`src/rtl/end_screen_draw_pkg.sv`:
```
// Shared constants and types for the end-of-game screen painter:
// coordinate/colour widths, default screen and banner geometry,
// colour codes, FSM state encoding and the pixel payload.
package end_screen_draw_pkg;

  localparam int unsigned COORD_W  = 10;
  localparam int unsigned COLOUR_W = 3;

  localparam int unsigned DEF_SCREEN_W = 160;
  localparam int unsigned DEF_SCREEN_H = 120;
  localparam int unsigned DEF_BANNER_X0 = 40;
  localparam int unsigned DEF_BANNER_X1 = 119;
  localparam int unsigned DEF_BANNER_Y0 = 50;
  localparam int unsigned DEF_BANNER_Y1 = 69;

  localparam logic [COLOUR_W-1:0] BLACK = 3'b000;
  localparam logic [COLOUR_W-1:0] RED   = 3'b100;
  localparam logic [COLOUR_W-1:0] GREEN = 3'b010;

  typedef enum logic [1:0] {
    IDLE   = 2'd0,
    FILL   = 2'd1,
    BANNER = 2'd2,
    DONE   = 2'd3
  } state_t;

  typedef struct packed {
    logic [COORD_W-1:0]  x;
    logic [COORD_W-1:0]  y;
    logic [COLOUR_W-1:0] colour;
  } pixel_t;

endpackage

```
`src/rtl/raster_scan.sv`:
```
// Raster walker over an inclusive rectangle, x fastest.
// Ports: clk, rst_n (async, active-low); start reloads (X0,Y0);
// step advances one pixel, wrapping at (X1,Y1); x/y hold the current
// pixel; last is high while the current pixel is (X1,Y1).
module raster_scan
  import end_screen_draw_pkg::*;
#(
  parameter int unsigned X0 = 0,
  parameter int unsigned X1 = 0,
  parameter int unsigned Y0 = 0,
  parameter int unsigned Y1 = 0
) (
  input  logic               clk,
  input  logic               rst_n,
  input  logic               start,
  input  logic               step,
  output logic [COORD_W-1:0] x,
  output logic [COORD_W-1:0] y,
  output logic               last
);

  localparam logic [COORD_W-1:0] X0_C = COORD_W'(X0);
  localparam logic [COORD_W-1:0] X1_C = COORD_W'(X1);
  localparam logic [COORD_W-1:0] Y0_C = COORD_W'(Y0);
  localparam logic [COORD_W-1:0] Y1_C = COORD_W'(Y1);
  localparam logic SINGLE = (X0 == X1) && (Y0 == Y1);

  logic [COORD_W-1:0] nx;
  logic [COORD_W-1:0] ny;

  // Next raster position: column wraps to X0, row advances only at X1.
  always_comb begin
    nx = x;
    ny = y;
    if (x == X1_C) begin
      nx = X0_C;
      ny = (y == Y1_C) ? Y0_C : y + COORD_W'(1);
    end else begin
      nx = x + COORD_W'(1);
    end
  end

  // Position register; last is precomputed so it is valid with x/y.
  always_ff @(posedge clk or negedge rst_n) begin
    if (!rst_n) begin
      x    <= X0_C;
      y    <= Y0_C;
      last <= SINGLE;
    end else if (start) begin
      x    <= X0_C;
      y    <= Y0_C;
      last <= SINGLE;
    end else if (step) begin
      x    <= nx;
      y    <= ny;
      last <= (nx == X1_C) && (ny == Y1_C);
    end
  end

endmodule

```
`src/rtl/end_screen_draw.sv`:
```
// End screen painter: on a win or loss edge, clears the screen to black
// one pixel per cycle, then paints a banner (green on win, red on loss),
// then holds done.
// Ports: clk, resetn (async, active-low); win_in/loss_in result levels;
// x, y, colour, writeEn plot bus; win_draw/lose_draw mux selects; done.
module end_screen_draw
  import end_screen_draw_pkg::*;
#(
  parameter int unsigned SCREEN_W  = DEF_SCREEN_W,
  parameter int unsigned SCREEN_H  = DEF_SCREEN_H,
  parameter int unsigned BANNER_X0 = DEF_BANNER_X0,
  parameter int unsigned BANNER_X1 = DEF_BANNER_X1,
  parameter int unsigned BANNER_Y0 = DEF_BANNER_Y0,
  parameter int unsigned BANNER_Y1 = DEF_BANNER_Y1
) (
  input  logic                clk,
  input  logic                resetn,
  input  logic                win_in,
  input  logic                loss_in,
  output logic [COORD_W-1:0]  x,
  output logic [COORD_W-1:0]  y,
  output logic [COLOUR_W-1:0] colour,
  output logic                writeEn,
  output logic                win_draw,
  output logic                lose_draw,
  output logic                done
);

  state_t state;
  state_t state_next;

  logic win_prev;
  logic loss_prev;
  logic win_edge;
  logic loss_edge;
  logic res_loss;

  logic               fill_start;
  logic               fill_step;
  logic [COORD_W-1:0] fill_x;
  logic [COORD_W-1:0] fill_y;
  logic               fill_last;

  logic               ban_start;
  logic               ban_step;
  logic [COORD_W-1:0] ban_x;
  logic [COORD_W-1:0] ban_y;
  logic               ban_last;

  pixel_t pix;

  // Previous levels reset to 0, so a level high at release is an edge.
  assign win_edge  = win_in & ~win_prev;
  assign loss_edge = loss_in & ~loss_prev;

  raster_scan #(
    .X0(0), .X1(SCREEN_W - 1), .Y0(0), .Y1(SCREEN_H - 1)
  ) u_fill_scan (
    .clk  (clk),
    .rst_n(resetn),
    .start(fill_start),
    .step (fill_step),
    .x    (fill_x),
    .y    (fill_y),
    .last (fill_last)
  );

  raster_scan #(
    .X0(BANNER_X0), .X1(BANNER_X1), .Y0(BANNER_Y0), .Y1(BANNER_Y1)
  ) u_banner_scan (
    .clk  (clk),
    .rst_n(resetn),
    .start(ban_start),
    .step (ban_step),
    .x    (ban_x),
    .y    (ban_y),
    .last (ban_last)
  );

  // State register.
  always_ff @(posedge clk or negedge resetn) begin
    if (!resetn) begin
      state <= IDLE;
    end else begin
      state <= state_next;
    end
  end

  // Next state and scanner control; scanners sit at their origin until used.
  always_comb begin
    state_next = state;
    fill_start = 1'b0;
    fill_step  = 1'b0;
    ban_start  = 1'b0;
    ban_step   = 1'b0;
    unique case (state)
      IDLE: begin
        fill_start = 1'b1;
        ban_start  = 1'b1;
        if (win_edge || loss_edge) begin
          state_next = FILL;
        end
      end
      FILL: begin
        fill_step = 1'b1;
        ban_start = 1'b1;
        if (fill_last) begin
          state_next = BANNER;
        end
      end
      BANNER: begin
        ban_step = 1'b1;
        if (ban_last) begin
          state_next = DONE;
        end
      end
      DONE: begin
        state_next = DONE;
      end
      default: begin
        state_next = IDLE;
      end
    endcase
  end

  // Edge history and result latch; loss takes priority on a tie.
  always_ff @(posedge clk or negedge resetn) begin
    if (!resetn) begin
      win_prev  <= 1'b0;
      loss_prev <= 1'b0;
      res_loss  <= 1'b0;
    end else begin
      win_prev  <= win_in;
      loss_prev <= loss_in;
      if (state == IDLE && (win_edge || loss_edge)) begin
        res_loss <= loss_edge;
      end
    end
  end

  // Pixel payload for the current drawing state.
  always_comb begin
    pix = '{x: fill_x, y: fill_y, colour: BLACK};
    if (state == BANNER) begin
      pix = '{x: ban_x, y: ban_y, colour: (res_loss ? RED : GREEN)};
    end
  end

  // Registered plot bus and status; coordinates hold outside drawing states.
  always_ff @(posedge clk or negedge resetn) begin
    if (!resetn) begin
      x         <= '0;
      y         <= '0;
      colour    <= '0;
      writeEn   <= 1'b0;
      win_draw  <= 1'b0;
      lose_draw <= 1'b0;
      done      <= 1'b0;
    end else begin
      writeEn   <= (state == FILL) || (state == BANNER);
      done      <= (state == DONE);
      win_draw  <= (state != IDLE) && !res_loss;
      lose_draw <= (state != IDLE) && res_loss;
      if (state == FILL || state == BANNER) begin
        x      <= pix.x;
        y      <= pix.y;
        colour <= pix.colour;
      end
    end
  end

endmodule
```
`config.mk`:
```
export PLATFORM = sky130hd
export DESIGN_NAME = end_screen_draw
export DESIGN_NICKNAME = d
export VERILOG_FILES = /design/src/rtl/end_screen_draw_pkg.sv /design/src/rtl/raster_scan.sv /design/src/rtl/end_screen_draw.sv
export SDC_FILE = /design/constraint.sdc
export NUM_CORES = 1
export LEC_CHECK = 0
export BUFFER_PORTS_ARGS = -buffer_cell sky130_fd_sc_hd__buf_2
export CAP_MARGIN = 30
export CORE_AREA = 2 2 90 92
export CTS_BUF_LIST = sky130_fd_sc_hd__clkbuf_8
export CTS_CLUSTER_DIAMETER = 120
export DETAILED_ROUTE_END_ITERATION = 6
export DIE_AREA = 0 0 92 94
export PLACE_DENSITY = 0.76
export RECOVER_POWER = 25
export SLEW_MARGIN = 5
export SYNTH_ARGS = -nofsm -noshare
export SYNTH_HDL_FRONTEND = slang
export SYNTH_HIERARCHICAL = 1
export SYNTH_SLANG_ARGS = --single-unit
```
`constraint.sdc`:
```
create_clock -name clk -period 2.4 [get_ports clk]
set_clock_uncertainty 0.1 [all_clocks]
set_input_delay 0.48 -clock clk [delete_from_list [all_inputs] [get_ports clk]]
set_output_delay 0.48 -clock clk [all_outputs]
set_load 0.02 [all_outputs]
```
# --- Word-level counts from Yosys, hierarchy flattened ---
# Index checks and enable logic that the tools add are counted.
totals:
  ff_bits: 74
  output_inout_bits: 27
  wordCells: 81
classes:
  n_addsub: 4
  eq_ne: 14
  n_mux: 28
  bitwise_logic: 4
  reduce_logical: 14
ops:
  columns: ["op", "n"]
  rows:
  - ["2-to-1 mux 10 bit", 14]
  - ["equality test 10 x 7 -> 1 bit, second input constant", 6]
  - ["adder 10 x 1 -> 10 bit, second input constant", 4]
  - ["2-to-1 mux 23 bit", 1]
  - ["equality test 10 x 8 -> 1 bit, second input constant", 2]
  - ["2-to-1 mux 1 bit", 8]
  - ["case mux 2 bit (4 select lines)", 1]
  - ["2-to-1 mux 2 bit", 3]
  - ["inequality test 2 x 1 -> 1 bit, second input constant", 3]
  - ["nonzero test 2 bit", 3]
  - ["logical AND 1 bit", 5]
  - ["equality test 2 bit, second input constant", 2]
  - ["2-to-1 mux 3 bit", 1]
  - ["AND reduction 3 bit", 1]
  - ["AND 1 bit", 2]
  - ["equality test 2 x 1 -> 1 bit, second input constant", 1]
  - ["zero test 2 bit", 1]
  - ["logical OR 1 bit", 2]
  - ["inverter 1 bit", 2]
  - ["OR reduction 2 bit", 1]
  - ["zero test 1 bit", 1]

# --- Longest topological paths before layout ---
# Gate-level depths: netlist of run 1.
depth:
  ltp_word: 7
  depth_mapped: 9

# --- Cells and area by module ---
# Netlist of run 1, hierarchy kept.
modules_own_cells:
  columns: ["module", "instances", "cells_each", "area_per_inst_um2", "seq_area_each_um2"]
  rows:
  - ["end_screen_draw", 1, 134, 1441.4, 775.7]
  - ["raster_scan at u_banner_scan", 1, 164, 1395.1, 531.8]
  - ["raster_scan at u_fill_scan", 1, 147, 1311.3, 525.5]

# --- Worst setup path before layout of run 1 ---
# Ideal clock, no wire load.
synth_timing:
  path_kind: "register to register"
  startpoint: "register state[0]"
  endpoint: "register u_banner_scan.last"
  setup_ns: 0.095
  arrival_time_ns: 2.113
  required_ns: 2.205
  path_slack_ns: 0.092
  path_stages_with_launch: 10
  path_buffers: 1
  synth_period_minus_slack_ns: 2.308
  cell_sequence: "dfrtp_1 > inv_1 > ha_1 > or2_2 > clkbuf_1 > nor4b_1 > nand3_1 > nor3_1 > o2111ai_1 > o31ai_1"
synth_between:
  elab_chain_len: 4
  word_cells_on_any_way: 8
  classes_between: "eq/ne: 2; mux: 3; reduce/logical: 3"
synth_rtl:
  columns: ["element", "line_no", "source"]
  rows:
  - ["start: declaration", "end_screen_draw.sv:29", "state_t state;"]
  - ["start signal: assignment", "end_screen_draw.sv:85", "state <= state_next;"]
  - ["equality test 2 x 1 -> 1 bit or zero test 2 bit (tied branches)", "end_screen_draw.sv:96", "unique case (state)"]
  - ["OR reduction 2 bit (no source line) *", null, null]
  - ["2-to-1 mux 1 bit *", "end_screen_draw.sv:96", null]
  - ["via ban_start", "end_screen_draw.sv:44", "logic ban_start;"]
  - ["2-to-1 mux 1 bit or nonzero test 2 bit (tied branches)", null, null]
  - ["end signal: assignment", "raster_scan.sv:56", "last <= (nx == X1_C) && (ny == Y1_C);"]
  - ["end: declaration", "raster_scan.sv:19", "output logic last"]
# Mark *: on every way through the listed nets, which the timed path passes. The rest lies on a longest branch.
# A chain may end at the register's enable or synchronous reset.

# --- Final worst setup path of run 1 ---
# Same ends and word-level chain as after synthesis.

==> impl_metrics.csv, run 1 <==
group,metric,value,unit
setup_path,critPathMaxFanout,5,
final_layout,fin_nets,490,
synth,synth_seq_cells,73,
synth,ys.flop_type,"dfrtp_1",
global_route,grt-ovfl-total,0,
status,status,"complete, but fails checks",
pwr,p_leak,2.077,nW
synth,yosys_warnings,6,
placed_design,portBuffers,29,
setup_path,crit_path_end_kind,"register",
die,die_width,92,um
sta,worst_pin_slew,1792,ps
drt,firstDrtPassIters,4,
placed_design,pre_cts_ws,78.98,ps
synth,synth_nets,460,
sta,final.setup.tns,0,ps
global_route,grt_pass1_wl,15.92,mm
setup_path,path_cells,"inv_1 -> ha_1 -> or2_2 -> nor4b_2 -> nand3_1 -> nor3_2 -> o2111ai_1 -> o31ai_1",
sta,post-route-min-period,2243,ps
global_route,antenna_found_initial,0,
setup_path,crit_type,"reg -> reg",
drt,wl_per_cell,16.66,um
synth,avgSynthCellArea,9.321,um^2
die,io_pins,31,
final_layout,syn_to_final_growth,11.89,%
sta,rsz0062_at_grt,"false",
drt,avgViaCountPerCell,5.916,
final_layout,layout_commonest_cell,"dfrtp_1",
drt,drt-total-wl,9.694,mm
cts,htreeDepth,3,
die,coreArea,7607,um^2
cts,postCtsHoldBufs,0,
setup_path,path_buf_inv,1,
synth,async_flop_share,100.0,%
flow_run,cap_violations,1,
setup_path,cp_slowest_cell,"dfrtp_2",
final_layout,final_cell_mix,"dfrtp_1 (67), nor2_1 (55), a21oi_1 (42), nand2_1 (30), buf_2 (28)",
final_layout,multiInputGateArea,2143,um^2
pwr,peakVddDrop,0.0003418,V
synth,netlist_area,4148,um^2
sta,relSlewSlack,-19.50,%
cts,cts.sinks,73,
final_layout,fill_cells,644,
drt,drc,0,
die,fp-row-count,32,
placed_design,place_congestion,0.9077,
cts,cts.clk_slew.worst_paths,80,ps
sta,setup_ws,156.8,ps
sta,fmax,445.8,MHz
die,start_util,54.52,%
final_layout,ff_latch_area,1834,um^2
synth,seq_area_frac_synth,44.19,%
setup_path,max_stage_delay,410,ps
setup_path,worstSetupStartpointType,"register",
drt,num_vias,3443,
status,violations,"max-capacitance violations, max-slew violations",
drt,detail-route-antenna-nets,0,
cts,clock_path_buffers,2,
setup_path,path_delay_family,"simple AND/OR/NAND/NOR gates",
final_layout,antenna_cells,0,
sta,drv_slew,74,
cts,tritoncts,"yes",
drt,dr.first_iter.drc_count,273,
die,die_y,94,um
final_layout,drive_gt1_share,17.50,%
pwr,power.density,510.1,nW/um^2
setup_path,arrival,2400,ps
cts,cts_buffers,9,
placed_design,dpl.hpwl,6.406,mm
sta,hold_viol,0,
global_route,grt_max_degree,74,
cts,clkLatencyLatePin,350,ps
pwr,power,2.367,mW
min_path,hold_path_class,"in -> reg",
synth,synth-edff-count,0,
sta,period_share,93.47,%
global_route,grt_usage,23.24,%
setup_path,crit_required,2560,ps
global_route,grt_pass1_vias,3243,
synth,synthCells,445,
sta,setup_viol,0,
synth,ys_types,56,
cts,cts_root_buffer,"clkbuf_8",
die,die_area,8648,um^2
-- where the power goes --
group          total, mW  internal (mW)  switching (mW)  leakage, nW
clock network       1.10          0.638           0.457        0.115
registers           1.24           1.23         0.00197        0.974
logic             0.0357        0.00513          0.0306        0.987
total               2.37           1.88           0.490         2.08
-- per-layer routing --
layer | vias to the layer above | wire length, um | global-route usage [%]
met5 | - | 0 | 0
met4 | 0 | 197 | 9.204
met3 | 18 | 404 | 3.451
met2 | 112 | 4554 | 37.19
met1 | 1675 | 4537 | 32.04
li1 | 1638 | - | -
-- per-stage QoR --
| step | utilization [%] | area [um^2] | hold slack, ps | cells |
|---|---|---|---|---|
| after global placement | 57.62 | 4383 | 383.7 | 563 |
| after CTS | 60.62 | 4612 | 59.98 | 579 |
| final | 61.00 | 4641 | 148.6 | 582 |
| after global routing | 61.00 | 4641 | 138.7 | 582 |
| after floorplan | - | 4148 | 84.41 | 445 |
| after detailed placement | 57.62 | 4383 | 397.6 | 563 |
-- Yosys cell counts, types with 2 or more instances --
library cell | n | area share, %
a211o_1 | 2 | 0.42
nand2b_1 | 7 | 1.1
and4_2 | 2 | 0.48
and4_1 | 2 | 0.42
xnor2_1 | 7 | 1.5
o41ai_1 | 2 | 0.42
nor3_1 | 15 | 1.8
nand4b_1 | 3 | 0.63
o21ai_0 | 21 | 2.5
inv_1 | 10 | 0.91
nand4_1 | 16 | 2.4
xor2_1 | 18 | 3.8
nand3b_1 | 4 | 0.72
nand3_1 | 17 | 2.1
or4_1 | 2 | 0.36
o22ai_1 | 3 | 0.45
nand2_1 | 30 | 2.7
nor2_1 | 55 | 5.0
a211oi_1 | 2 | 0.36
or3_1 | 5 | 0.75
o31ai_1 | 5 | 0.91
ha_1 | 11 | 3.3
buf_6 | 4 | 1.1
mux2i_1 | 22 | 5.3
clkbuf_1 | 14 | 1.3
buf_2 | 3 | 0.36
and3b_1 | 2 | 0.42
and3_1 | 9 | 1.4
dfrtp_1 | 68 | 41
a21oi_1 | 42 | 5.1
buf_4 | 6 | 1.1
nand3_2 | 2 | 0.48
dfstp_2 | 5 | 3.2
o211ai_1 | 3 | 0.54
nor2b_1 | 5 | 0.75
-- state kept, by name, summed over array words and instances, names as in the netlist, 2 cells and up --
register,flops
x,10
u_banner_scan/y,10
y,10
u_fill_scan/y,10
colour,2
u_banner_scan/x,10
u_fill_scan/x,10
state,2
-- layout make-up --
cell class	instances	area share, %
clock buffers	11	3.262
clock inverters	5	1.672
inverters	10	0.8088
multi-input cells	335	46.19
flip-flops and latches	73	39.53
well taps	102	2.750
repair buffers	46	5.797
-- repair_timing --
action / 4_1_cts / 5_1_grt
hold endpoints to repair: 0 / 0
gates resized for setup: 0 / 6
endpoints found under the setup margin: 0 / 6
buffers inserted: 0 / 3
-- kinds of logic (layout without fill, tap and decap cells) --
logic type	count (synthesis)	count (layout)	share of synthesized area (%)
compound gates	88	88	12.34
flops	73	73	44.19
fa+ha+maj	11	11	3.318
mux	23	23	5.581
buf+inv	37	72	4.706
xor+xnor	25	25	5.279
other cells	1	1	0.09041
simple gates	187	187	24.50
-- worst paths after layout --
path                                         startpoint                             end  slack, ps  cells after the start
setup / recovery                   state[0]$_DFFE_PN0P_  u_banner_scan/last$_DFFE_PN0P_        160                      8
hold / removal                                  loss_in             loss_prev$_DFF_PN0_        150                      1
setup reg to reg                   state[0]$_DFFE_PN0P_  u_banner_scan/last$_DFFE_PN0P_        160                      8
hold reg to reg            u_fill_scan/last$_DFFE_PN0P_    u_fill_scan/last$_DFFE_PN0P_        420                      2
max in group asynchronous                        resetn            state[0]$_DFFE_PN0P_        440                      2
min in group asynchronous                        resetn              win_prev$_DFF_PN0_        580                      2
No activity file was read; power rests on OpenSTA's default activity.
==> run 2: changes to the inputs <==
- BUFFER_PORTS_ARGS: -buffer_cell sky130_fd_sc_hd__buf_2 -> -buffer_cell sky130_fd_sc_hd__clkbuf_2
==> run 2 against run 1 <==
Against the previous run:
- the flow still finishes with violations (max-capacitance violations, max-slew violations)
- die area did not move
- sequential share of layout area is 0.67 points higher
- worst setup slack worse by 36 ps
- clock-buffer cell count decreased by 1
- first-iteration DRC count decreased by 18%
- cell count shrank 0.17%
- register-to-register slack got worse by 40 ps
- total power down 12%
- sequential cell count unchanged
- clock power shrank 25%
- global-route usage rose by 0.46 points
- worst hold slack about the same
- critical path type unchanged
- highest routed layer unchanged
==> impl_metrics.csv, run 2 (same netlist as run 1, synthesis figures left out) <==
group,metric,value,unit
status,status,"complete, but fails checks",
status,violations,"max-capacitance violations, max-slew violations",
sta,holdWs,148.2,ps
sta,period_share,94.96,%
setup_path,max_stage_delay,440,ps
final_layout,syn_to_final_growth,10.02,%
min_path,hold_depth,1,
cts,htreeDepth,3,
die,die_width,92,um
final_layout,drive_gt1_share,15.87,%
drt,dr.first_iter.drc_count,225,
final_layout,layout_commonest_cell,"dfrtp_1",
sta,worst_pin_slew,1774,ps
setup_path,r2r_slack,120,ps
pwr,peakVddDrop,0.0002924,V
global_route,grt_pass1_vias,3202,
final_layout,stdcell_count,581,
min_path,hold_path_class,"in -> reg",
setup_path,crit_type,"reg -> reg",
global_route,grt_max_degree,74,
final_layout,antenna_cells,0,
setup_path,rr_worst_depth,6,
cts,cts_buffers,9,
placed_design,dpl_cell_area,4383,um^2
global_route,antenna_found_initial,0,
setup_path,critPathMaxFanout,11,
setup_path,cp_slowest_cell,"dfrtp_1",
cts,cts.clk_slew.worst_paths,80,ps
drt,wl_per_cell,16.57,um
min_path,min_from,"loss_in",
pwr,p_leak,2.035,nW
global_route,grt-ovfl-total,0,
setup_path,worstSetupStartpointType,"register",
global_route,grt_usage,23.70,%
drt,drt-total-wl,9.626,mm
drt,drc,0,
die,fp-row-count,32,
cts,cts_root_buffer,"clkbuf_8",
placed_design,placed_cells,563,
final_layout,fill_cells,654,
cts,postCtsHoldBufs,0,
pwr,power,2.093,mW
setup_path,crit_path_end_kind,"register",
die,die_area,8648,um^2
die,die_y,94,um
final_layout,final_cell_mix,"dfrtp_1 (67), nor2_1 (55), a21oi_1 (42), nand2_1 (30), clkbuf_2 (27)",
drt,avgViaCountPerCell,5.833,
setup_path,reg2reg_to,"u_banner_scan/y[8]$_DFFE_PN0P_",
setup_path,path_delay_family,"compound AO/OA/AOI/OAI gates",
sta,hold_viol,0,
setup_path,path_buf_inv,2,
die,io_pins,31,
setup_path,cp-startpoint,"state[1]$_DFFE_PN0P_",
sta,post-route-min-period,2279,ps
cts,tritoncts,"yes",
setup_path,arrival,2420,ps
min_path,hold_end,"loss_prev$_DFF_PN0_",
sta,setup_ws,120.9,ps
sta,setup_viol,0,
setup_path,path_cells,"inv_2 -> ha_1 -> or2_2 -> buf_4 -> a211o_1 -> o41ai_1",
setup_path,r2r_start,"state[1]$_DFFE_PN0P_",
die,start_util,54.52,%
placed_design,pre_cts_ws,68.79,ps
sta,drv_slew,74,
flow_run,cap_violations,1,
placed_design,dpl.hpwl,6.534,mm
final_layout,design_area,4563,um^2
placed_design,place_congestion,0.9450,
setup_path,crit_required,2540,ps
global_route,grt_pass1_wl,15.88,mm
drt,num_vias,3389,
sta,fmax,438.8,MHz
cts,cts.sinks,73,
pwr,power.density,458.8,nW/um^2
drt,firstDrtPassIters,5,
drt,detail-route-antenna-nets,0,
cts,clkLatencyLatePin,350,ps
cts,clock_path_buffers,2,
final_layout,fin_nets,489,
die,coreArea,7607,um^2
placed_design,portBuffers,29,
sta,relSlewSlack,-18.30,%
run 2: layer usage:
layer	wire (um)	GRT usage (%)	share of wire, %	vias to the layer above
met1	4356	31.12	45	1601
met2	4564	38.17	47	133
met5	0	0	0	-
met3	578	5.618	6.0	12
li1	-	-	-	1643
met4	126	9.328	1.3	0
run 2: where the power goes:
group	leakage [nW]	total (mW)	internal [mW]	switching (mW)
Sequential	0.974	1.24	1.23	0.00180
Clock	0.102	0.821	0.384	0.437
Combinational	0.958	0.0363	0.00488	0.0314
Total	2.03	2.09	1.62	0.471
run 2: worst max-delay path by stage:
stage,cells past startpoint,slack (ps),end
floorplan,9,90,u_banner_scan/last$_DFFE_PN0P_
global placement,8,230,u_banner_scan/last$_DFFE_PN0P_
detailed placement,8,70,u_banner_scan/last$_DFFE_PN0P_
CTS,8,50,u_banner_scan/last$_DFFE_PN0P_
global route,8,-3,u_banner_scan/last$_DFFE_PN0P_
finish,6,120,u_banner_scan/y[8]$_DFFE_PN0P_
run 2: timing repair:
action / in CTS / in global routing
endpoints found under the setup margin: 0 / 1
buffers inserted: 0 / 2
resized for setup: 0 / 5
run 2: layout make-up:
| type | count | area (um^2) | area share (%) |
|---|---|---|---|
| Clock buffer | 10 | 137.6 | 3.016 |
| Clock inverter | 6 | 23.77 | 0.5210 |
| Tap cell | 102 | 127.6 | 2.797 |
| Sequential cell | 73 | 1834 | 40.20 |
| Inverter | 10 | 37.54 | 0.8226 |
| Multi-Input combinational cell | 335 | 2142 | 46.94 |
| Timing Repair Buffer | 45 | 260.3 | 5.703 |
run 2: metrics by stage:
stage	utilization (%)	setup TNS [ps]
after CTS	59.74	0
after global routing	59.98	-3.231
final	59.98	0
after floorplan	-	0
after global placement	57.62	0
after detailed placement	57.62	0
==> run 3: changes to the inputs <==
- CTS_BUF_LIST: sky130_fd_sc_hd__clkbuf_8 -> sky130_fd_sc_hd__clkbuf_4
- PLACE_DENSITY: 0.76 -> 0.86
==> run 3 against run 2 <==
Against the previous run:
- the flow now finishes without violations
- wire length grew 5.5%
- utilization increased by 0.35 points
- worst hold slack lost 84 ps
- non-clock buffer count fell by 2
- combinational power up 14%
- largest power group unchanged
- highest routed layer unchanged
==> impl_metrics.csv, run 3 (same netlist as run 1, synthesis figures left out) <==
group,metric,value,unit
pwr,power.density,493.1,nW/um^2
pwr,p_seq_share,54.6,%
sta,post-route-min-period,2274,ps
cts,cts.sinks,73,
setup_path,reg2reg_to,"u_fill_scan/y[5]$_DFFE_PN0P_",
die,coreArea,7607,um^2
drt,drc,0,
final_layout,multiInputGateArea,2146,um^2
cts,postCtsSetupBuffers,0,
pwr,peakVddDrop,0.0003239,V
drt,drt-total-wl,10.16,mm
global_route,grt-ovfl-total,0,
final_layout,drive_gt1_share,16.77,%
setup_path,r2r_start,"u_fill_scan/x[0]$_DFFE_PN0P_",
min_path,hold_depth,1,
die,die_area,8648,um^2
setup_path,r2r_slack,130,ps
setup_path,crit_required,2660,ps
setup_path,critPathMaxFanout,9,
cts,cts.clk_slew.worst_paths,120,ps
final_layout,fill_cells,687,
sta,worst_pin_slew,1059,ps
global_route,antenna_found_initial,0,
final_layout,layout_commonest_cell,"dfrtp_1",
cts,tritoncts,"yes",
setup_path,arrival,2540,ps
final_layout,ff_latch_area,1836,um^2
global_route,gr-max-usage-layer,"met2",
placed_design,place_congestion,0.9260,
die,start_util,54.52,%
sta,final.setup.tns,0,ps
sta,relSlewSlack,29.41,%
drt,wl_per_cell,17.54,um
pwr,p_sw_share,21.46,%
cts,cts_root_buffer,"clkbuf_4",
placed_design,portBuffers,29,
setup_path,worstSetupStartpointType,"register",
sta,fmax,439.7,MHz
final_layout,fin_nets,487,
sta,setup_viol,0,
global_route,grt_max_degree,46,
drt,firstDrtPassIters,5,
global_route,grt_pass1_vias,3409,
global_route,grt_use_met3,6.340,%
global_route,use_met2,40.63,%
global_route,grt_pass1_wl,16.90,mm
pwr,p_sw,485.6,uW
cts,cts_buffers,9,
drt,dr.first_iter.drc_count,301,
drt,num_vias,3555,
final_layout,syn_to_final_growth,10.65,%
min_path,hold_end,"win_prev$_DFF_PN0_",
die,io_pins,31,
drt,avgViaCountPerCell,6.140,
final_layout,stdcell_count,579,
setup_path,rr_worst_depth,6,
placed_design,dpl.hpwl,6.847,mm
final_layout,design_area,4589,um^2
sta,period_share,94.76,%
sta,drv_slew,0,
cts,htreeDepth,3,
placed_design,dpl_cell_area,4375,um^2
min_path,min_from,"win_in",
setup_path,crit_path_end_kind,"register",
pwr,power.share.clock,43.5,%
pwr,internal_power,1.777,mW
cts,clock_path_buffers,2,
min_path,hold_path_class,"in -> reg",
sta,rsz0062_at_grt,"false",
global_route,met1_usage,31.94,%
final_layout,final_cell_mix,"dfrtp_1 (66), nor2_1 (55), a21oi_1 (42), nand2_1 (30), clkbuf_2 (26)",
pwr,p_leak,2.015,nW
cts,clkLatencyLatePin,440,ps
final_layout,antenna_cells,0,
sta,hold_viol,0,
die,die_width,92,um
final_layout,utilization,60.33,%
pwr,p_comb_share,1.8,%
die,die_y,94,um
setup_path,crit_type,"reg -> reg",
global_route,grt_usage,24.87,%
drt,detail-route-antenna-nets,0,
die,fp-row-count,32,
sta,holdWs,64.50,ps
status,status,"finished, final reports clean",
flow_run,cap_violations,0,
placed_design,placed_cells,562,
## run 3: cell types whose count changed in the layout (fill, tap and decap cells not counted), moves of 3 or more
cell,previous run,this run
buf_4,15,12
bufinv_16,0,3
inv_1,14,9
clkbuf_4,0,10
clkbuf_8,10,0
## run 3: timing repair
item	in CTS	in global routing
setup endpoints to repair	0	6
hold buffers	1	0
hold endpoints to repair	16	0
gates resized for setup	0	9
## run 3: power by group through the flow
stage          registers, mW  logic, mW  clock network (mW)
2_1_floorplan           1.26    0.00626                   0
3_3_place_gp            1.26     0.0414                   0
3_5_place_dp            1.26     0.0436                   0
4_1_cts                 1.24     0.0449                1.00
5_1_grt                 1.24     0.0491                1.05
6_report                1.24     0.0415               0.986
## run 3: cell type report
type	instances	area share [%]
Multi-Input combinational cell	335	46.76
Timing Repair Buffer	43	5.698
Clock buffer	10	1.636
Clock inverter	6	2.317
Tap cell	102	2.781
Inverter	10	0.8179
Sequential cell	73	39.99
## run 3: worst max-delay path, stage by stage, from the launching register on
cell	delay, ps
dfrtp_1	440
ha_1	250
and4_1	390
and3_2	370
nand3_2	120
or3_1	360
a21oi_1	170
## run 3: metrics by stage
step / total power, mW / setup slack [ps]
4_1_cts: 2.285 / 34.82
6_report: 2.263 / 125.9
3_5_place_dp: 1.303 / 68.77
5_1_grt: 2.337 / 3.748
2_1_floorplan: 1.268 / 91.66
3_3_place_gp: 1.301 / 204.7
## run 3: how the worst max path moves through the flow
stage	start	to	slack, ps	cells after the start
3_3_place_gp	state[0]$_DFFE_PN0P_	u_banner_scan/last$_DFFE_PN0P_	200	8
2_1_floorplan	state[0]$_DFFE_PN0P_	u_banner_scan/last$_DFFE_PN0P_	90	9
3_5_place_dp	state[0]$_DFFE_PN0P_	u_banner_scan/y[7]$_DFFE_PN0P_	70	8
4_1_cts	state[0]$_DFFE_PN0P_	u_banner_scan/y[7]$_DFFE_PN0P_	30	8
5_1_grt	u_banner_scan/y[1]$_DFFE_PN1P_	u_banner_scan/y[7]$_DFFE_PN0P_	4	8
6_report	u_fill_scan/x[0]$_DFFE_PN0P_	u_fill_scan/y[5]$_DFFE_PN0P_	130	6
## run 3: layer usage
layer  wire length [um]  share of wire (%)
met5                  0                  0
met4                207                2.0
met3                639                6.3
met2               4985                 49
met1               4324                 43
